### src/rtl/alu.sv
// Execute-stage ALU: AND/OR/ADD/SUB with a one-cycle registered result and zero flag.
// Optional carry/overflow/negative outputs are built when ALU_FLAGS_EN is defined.
module alu #(
  parameter int WIDTH = 64
) (
  input  logic             clk,
  input  logic             rst,
  input  logic             in_valid,
  input  logic [1:0]       ALU_ctrl,
  input  logic [WIDTH-1:0] data_in_A,
  input  logic [WIDTH-1:0] data_in_B,
`ifdef ALU_FLAGS_EN
  output logic             carry,
  output logic             overflow,
  output logic             negative,
`endif
  output logic [WIDTH-1:0] data_out,
  output logic             zero,
  output logic             out_valid
);

  localparam logic [1:0] OP_AND = 2'b00;
  localparam logic [1:0] OP_OR  = 2'b01;
  localparam logic [1:0] OP_ADD = 2'b10;
  localparam logic [1:0] OP_SUB = 2'b11;

  logic             is_sub;
  logic [WIDTH-1:0] b_eff;
  logic [WIDTH:0]   sum_ext;
  logic [WIDTH-1:0] result;

  logic [WIDTH-1:0] data_out_d, data_out_q;
  logic             zero_d, zero_q;
  logic             out_valid_d, out_valid_q;

  // ADD and SUB share one adder; SUB is A + ~B + 1 so the top bit is the no-borrow carry.
  always_comb begin
    is_sub  = (ALU_ctrl == OP_SUB);
    b_eff   = is_sub ? ~data_in_B : data_in_B;
    sum_ext = {1'b0, data_in_A} + {1'b0, b_eff} + {{WIDTH{1'b0}}, is_sub};
    result  = '0;
    case (ALU_ctrl)
      OP_AND:  result = data_in_A & data_in_B;
      OP_OR:   result = data_in_A | data_in_B;
      default: result = sum_ext[WIDTH-1:0];
    endcase
  end

  always_comb begin
    data_out_d  = data_out_q;
    zero_d      = zero_q;
    out_valid_d = in_valid;
    if (in_valid) begin
      data_out_d = result;
      zero_d     = (result == '0);
    end
  end

  always_ff @(posedge clk or posedge rst) begin
    if (rst) begin
      data_out_q  <= '0;
      zero_q      <= 1'b1;
      out_valid_q <= 1'b0;
    end else begin
      data_out_q  <= data_out_d;
      zero_q      <= zero_d;
      out_valid_q <= out_valid_d;
    end
  end

  assign data_out  = data_out_q;
  assign zero      = zero_q;
  assign out_valid = out_valid_q;

`ifdef ALU_FLAGS_EN
  logic carry_d, carry_q;
  logic overflow_d, overflow_q;
  logic negative_d, negative_q;
  logic arith;
  logic ovf_raw;

  // Signed overflow: operands (B already inverted for SUB) agree in sign but the result does not.
  always_comb begin
    arith   = (ALU_ctrl == OP_ADD) || (ALU_ctrl == OP_SUB);
    ovf_raw = (data_in_A[WIDTH-1] == b_eff[WIDTH-1]) &&
              (sum_ext[WIDTH-1] != data_in_A[WIDTH-1]);
    carry_d    = carry_q;
    overflow_d = overflow_q;
    negative_d = negative_q;
    if (in_valid) begin
      carry_d    = arith & sum_ext[WIDTH];
      overflow_d = arith & ovf_raw;
      negative_d = result[WIDTH-1];
    end
  end

  always_ff @(posedge clk or posedge rst) begin
    if (rst) begin
      carry_q    <= 1'b0;
      overflow_q <= 1'b0;
      negative_q <= 1'b0;
    end else begin
      carry_q    <= carry_d;
      overflow_q <= overflow_d;
      negative_q <= negative_d;
    end
  end

  assign carry    = carry_q;
  assign overflow = overflow_q;
  assign negative = negative_q;
`endif

endmodule

### config.mk
export PLATFORM = sky130hd
export DESIGN_NAME = alu
export DESIGN_NICKNAME = d
export VERILOG_FILES = /design/src/rtl/alu.sv
export SDC_FILE = /design/constraint.sdc
export NUM_CORES = 1
export LEC_CHECK = 0
export CAP_MARGIN = 10
export CORE_MARGIN = 1.5
export CORE_UTILIZATION = 45
export CTS_CLUSTER_SIZE = 40
export DETAILED_ROUTE_END_ITERATION = 16
export GPL_ROUTABILITY_DRIVEN = 0
export PLACE_DENSITY = 0.72
export SYNTH_ARGS = -nofsm -noshare
export SYNTH_HDL_FRONTEND = slang
export SYNTH_SLANG_ARGS = --single-unit
### constraint.sdc
create_clock -name clk -period 4.6 [get_ports clk]
set_input_delay 0.69 -clock clk [delete_from_list [all_inputs] [get_ports clk]]
set_output_delay 0.69 -clock clk [all_outputs]
set_load 0.02 [all_outputs]
After elaboration in Yosys (flattened, before gate mapping)
Cells that the tools add are included.
{"block": "op_classes", "n_addsub": 2, "eq_ne": 2, "mux": 2, "n_bitwise": 3, "reduce_logical": 2}
{"op": "$pmux 64 s2", "count": 1}
{"op": "$add 64x1->64", "count": 1}
{"op": "$add 64x64->64", "count": 1}
{"op": "$and 64x64->64", "count": 1}
{"op": "$logic_not 64->1", "count": 1}
{"op": "$mux 64", "count": 1}
{"op": "$not 64->64", "count": 1}
{"op": "$or 64x64->64", "count": 1}
{"op": "$eq 2x1->1 const B", "count": 1}
{"op": "$eq 2x2->1 const B", "count": 1}
{"op": "$logic_not 2->1", "count": 1}
{"block": "word_totals", "reg_bits": 66, "out_inout_bits": 66, "elab_cells": 14}

Depth between registers and ports, before layout
{"block": "logic_depth", "depth_word": 6, "ltp_mapped": 22, "depth_no_buf": 15}

Least setup slack after synthesis
No wires, ideal clock.
{"block": "synth_path", "path_kind": "input to register", "start": "input ALU_ctrl[1]", "end": "register zero_q, in the netlist zero", "t_arrival_ns": 5.660, "path_slack_ns": -1.157, "cell_stages": 21, "n_path_buf": 7, "cell_sequence": "clkbuf_1 clkbuf_1 clkbuf_1 clkbuf_1 buf_2 nand2_1 buf_1 xnor2_1 ha_1 clkbuf_2 nand2_1 nor4_1 nand3_1 o211ai_1 a31oi_4 o21ai_4 o41ai_4 mux2i_1 or4_1 o211a_1 o41ai_2"}
{"block": "synth_via", "elab_chain_cells": 6, "elab_cells_between_ends": 8, "cone_classes": "2 x add/sub; 2 x eq/ne; 2 x mux; 2 x reduce/logical"}
{"element": "start, declared", "line_no": "9", "source": "input logic [1:0] ALU_ctrl,"}
{"element": "$eq 2x2->1", "line_no": "38", "source": "is_sub = (ALU_ctrl == OP_SUB);"}
{"element": "$mux 64", "line_no": "39", "source": "b_eff = is_sub ? ~data_in_B : data_in_B;"}
{"element": "$add 64x64->64", "line_no": "40", "source": "sum_ext = {1'b0, data_in_A} + {1'b0, b_eff} + {{WIDTH{1'b0}}, is_sub};"}
{"element": "$add 64x1->64", "line_no": "40"}
{"element": "$pmux 64 s2 (*)", "line_no": "42", "source": "case (ALU_ctrl)"}
{"element": "$logic_not 64->1 (*)", "line_no": "55", "source": "zero_d = (result == '0);"}
{"element": "end signal, assigned", "line_no": "66", "source": "zero_q <= zero_d;"}
{"element": "end, declared", "line_no": "33", "source": "logic zero_d, zero_q;"}
Mark *: on every way between the ends. The rest lies on a longest branch, timed or not.
A chain may end at the register's enable or synchronous reset.

Worst setup path in the final report
{"block": "layout_path", "start": "input data_in_B[1]", "end": "register zero_q, in the netlist zero"}
{"block": "layout_via", "elab_chain_cells": 6, "elab_cells_between_ends": 8, "cone_classes": "2 x add/sub; 2 x mux; 3 x bitwise; 1 x reduce/logical"}
{"element": "start, declared", "line_no": "11", "source": "input logic [WIDTH-1:0] data_in_B,"}
{"element": "$not 64->64", "line_no": "39"}
{"element": "$mux 64", "line_no": "39"}
{"element": "$add 64x64->64", "line_no": "40"}
{"element": "$add 64x1->64", "line_no": "40"}
{"element": "$pmux 64 s2 (*)", "line_no": "42"}
{"element": "$logic_not 64->1 (*)", "line_no": "55"}
Marks and branches as above.

==> results.md <==
STA:
- The max-slew violation count was 0.
- The transition time of the tightest slew-check pin is 0.952 ns.
- The final clock skew is 0 ns.
- The count of final hold-check violations is 0.
- Setup repair after global routing could not meet its margin everywhere.
- The final critical path takes up between 90 and 100% of the cycle.
- The maximum clock frequency is 223 MHz.
- The minimum clock period is 4.49 ns.
- Measured against its own limit, the worst slew margin works out to a little over a third.
- The total setup violations reported at the end of the flow is 0.

Layout:
- The growth of design area from synthesis to finish is 50.9%.
- Cells with a size suffix above 1 make up 22.6% of the layout.
- The library cell used most frequently in the layout, excluding fill and tap cells, is sky130_fd_sc_hd__buf_4.
- The sequential cell area is 1650 um^2.
- The number of nets in the finished design is 1,837.
- The top cell types in the final layout, fill and taps aside, are 279 x sky130_fd_sc_hd__buf_4, 195 x sky130_fd_sc_hd__clkdlybuf4s50_1, 161 x sky130_fd_sc_hd__a21oi_1.
- The filler cell count in the final layout is 1,644.
- Summing all multi-input logic gate instances after layout gives 7150 um^2.
- The area of all placed cells without fillers is roughly 14,000 um^2.

Worst setup path:
- The worst-path cell with the longest stage delay is sky130_fd_sc_hd__or3_2.
- The signal on the critical path passes through clkdlybuf4s50_1 -> xnor2_1 -> ha_1 -> o21ai_1 -> a221oi_2 -> buf_4 -> buf_4 -> and4_4 -> or3_2 -> a211o_1 -> a31o_2 -> a211oi_1 -> nand4_1 -> nor4_2 -> buf_4 -> nand4_1 -> o41ai_2.
- The capture point of the worst reg-to-reg path is data_out[18].
- Together, buffers and inverters on the worst path number 4.
- For flop-to-flop paths, the worst setup slack is 3.79 ns.
- The launching point of the worst reg2reg path is data_out[18].
- The endpoint class of the critical path is a flip-flop.
- Of all nets on the critical path, the largest fanout is 4.
- Data on the critical path is required at its endpoint by 4.86 ns.
- In this design, the stage delay of the slowest critical-path cell is 0.48 ns.
- The number of cells on the worst reg-to-reg path is 1.
- The worst setup path is launched from an input pin.
- The critical path arrival is about 4.8 ns.
- The critical path startpoint is data_in_B[1].
- The classification of the worst setup path is input pin to flip-flop.
- The cell seen most often among critical-path stages is sky130_fd_sc_hd__buf_4.
- The cell family contributing the most delay on the critical path is compound AO/OA/AOI/OAI gates.

Floorplan:
- The starting density of the core is roughly 46%.
- The die is between 100 and 150 um tall.
- The die covers around 21,000 um^2.
- The initialized floorplan defines 51 standard-cell rows.
- In this run the standard cell core region covers 19,600 um^2.
- The die width is 145 um.
- between 150 and 200 I/O pins were placed.

Place:
- During placement, the flow inserted port buffers numbering between 150 and 200.
- In this run the cell area measured after placement is approximately 13,000 um^2.
- The detailed placement HPWL is ~30 mm.

Yosys:
- The area of the mapped netlist is 9050 um^2.
- The sequential share of the synthesized area is 18.3%.
- The post-synthesis instance total is between 1,000 and 1,500.
- The number of nets handed over by synthesis was around 1,400.
- During synthesis, Yosys emitted a total of 0 warnings.
- The prevailing post-synth register cell is sky130_fd_sc_hd__dfrtp_1.
- Averaged over all synthesized cells, the footprint is 7.40 um^2.
- The number of synthesized register bits is 66.
- The async set-reset flop share out of synthesis is 100%.
- The count of flip-flops with a built-in enable after synthesis is 0.
- The synthesized netlist contains 81 unique library cells.

Detailed routing:
- The detailed router finished its first iteration with 1,172 violations.
- In the final routing, the length of wire on met1 measures 16.0 mm.
- In the detailed route, the total length drawn on met2 is 16.1 mm.
- Summed over all nets, wire length on met3 after detailed routing comes to 4.10 mm.
- After detailed routing, the average wire length per cell comes to about 20 um.
- The detail-routed via count per cell is roughly 6.1.
- The number of DRC violations after detailed routing is 0.
- For this run, the detailed router's first-pass iteration total came to 6.
- The uppermost layer routed is met4.
- The number of routed nets with antenna violations is 0.
- The count of vias placed by the detailed router is 11,600.
- The total detailed-routing wirelength is around 38 mm.

Power:
- The largest vdd supply drop is roughly 0.22 mV.
- The leakage power is 0.00567 uW.
- The design draws approximately 4000 uW.
- In this run the power density over the cells is between 200 and 300 nW/um^2.

Clock network:
- The count of H-tree levels built during CTS is 3.
- The clock drives 66 sinks.
- TritonCTS built the clock tree.
- The longest clock path from root to sink contains 2 buffers.
- Clock tree synthesis inserted a total of 9 buffers.
- The cell chosen for the clock root is sky130_fd_sc_hd__clkbuf_16.
- The clock-pin slew of the registers on the worst-case setup and hold paths is roughly 0.060 ns.
- The clock insertion delay at the later pin of the skew report is ~0.34 ns.

Global routing:
- The global-route congestion overflow total is 0.
- The initial antenna violation count is 1.
- The first global-routing pass estimated 57.7 mm of wire.
- The via count of the first global-routing pass is 11,100.
- Entering global routing, the biggest net connects 80 pins.
- Global routing used 35.7% of the available tracks.

Outcome:
- The flow ran to the end, and the final reports show no timing, DRC or antenna violations.

Min path:
- For hold timing, the worst endpoint is data_out[14].
- The worst hold path begins at data_out[14].
- The number of instances on the worst hold path is 1.
- In this run the worst hold path is classified as flip-flop to flip-flop.

Run:
- Across the run, the number of max-cap violations was 0.
-- logic make-up after synthesis --
group           Yosys count  share of synthesized area, %
compound gates          441                          31.3
simple gates            400                          21.0
fa+ha+maj                97                          12.6
buf+inv                  96                          4.25
xor+xnor                 94                          9.10
flops                    66                          18.3
mux                      28                          3.43
-- cell usage after synthesis, drive strengths merged (5+ instances only) --
cell type	instances	area share, %
a211oi	25	2.1
a21boi	6	0.50
a21o	22	1.8
a21oi	166	9.3
a221oi	9	0.94
a311oi	5	0.48
a31oi	15	1.2
and3	7	0.50
buf	27	1.4
clkbuf	45	1.9
dfrtp	65	18
ha	64	8.9
inv	24	1.0
maj3	32	3.5
mux2	24	3.0
nand2	112	4.6
nand2b	9	0.62
nand3	19	1.1
nand3b	5	0.41
nand4	31	2.1
nor2	122	5.1
nor2b	6	0.41
nor3	33	1.8
nor4	16	1.1
o2111ai	6	0.58
o211a	7	0.77
o211ai	12	1.0
o21a	18	1.5
o21ai	88	5.0
o21bai	9	0.75
o22ai	6	0.41
o31ai	8	0.66
or2	7	0.51
or3	14	0.98
xnor2	83	8.0
xor2	11	1.1
-- how the worst max path moves through the flow --
| stage | endpoint | cells past startpoint |
|---|---|---|
| after floorplan | data_out[63] | 20 |
| after global placement | zero | 18 |
| after detailed placement | zero | 18 |
| after CTS | zero | 18 |
| after global routing | zero | 20 |
| final | zero | 17 |
-- final cells by class --
| type | count | area share, % |
|---|---|---|
| inverters | 24 | 0.660 |
| flip-flops and latches | 66 | 12.1 |
| repair buffers | 478 | 30.1 |
| multi-input cells | 1060 | 52.4 |
| well taps | 265 | 2.43 |
| diodes | 1 | 0.0183 |
| clock buffers | 9 | 1.65 |
| clock inverters | 7 | 0.623 |
-- layer usage --
metal  track usage [%]  vias up
met1              47.8     5427
li1                  -     5412
met3              8.69       99
met5                 0        -
met4              15.0        0
met2              54.6      686
-- metrics by stage --
stage	TNS (ns)	instances	hold WS, ns	utilization (%)	setup WS (ns)
after floorplan	-0.170	1222	0.525	-	-0.0979
after global placement	-0.638	1891	0.462	67.5	-0.571
after detailed placement	-0.763	1891	0.469	67.5	-0.581
after CTS	0	1907	0.482	69.1	0.0538
after global routing	-0.0165	1910	0.505	69.7	-0.0165
final	0	1910	0.482	69.7	0.107
-- sequential cells by signal, summed over array words and instances (netlist names) --
register	count
data_out	64
out_valid	1
zero	1
-- report_power, final --
group          internal [uW]  switching, uW  leakage, uW
Combinational           1200           1300      0.00477
Sequential               690           77.3     0.000750
Clock                    430            306     0.000153
-- timing repair --
action,CTS,global route
setup buffers,0,2
resized for setup,3,23
hold buffers,0,0
pin swaps,0,6
endpoints found under the setup margin,1,2
Power figures use the tool's default switching activity.
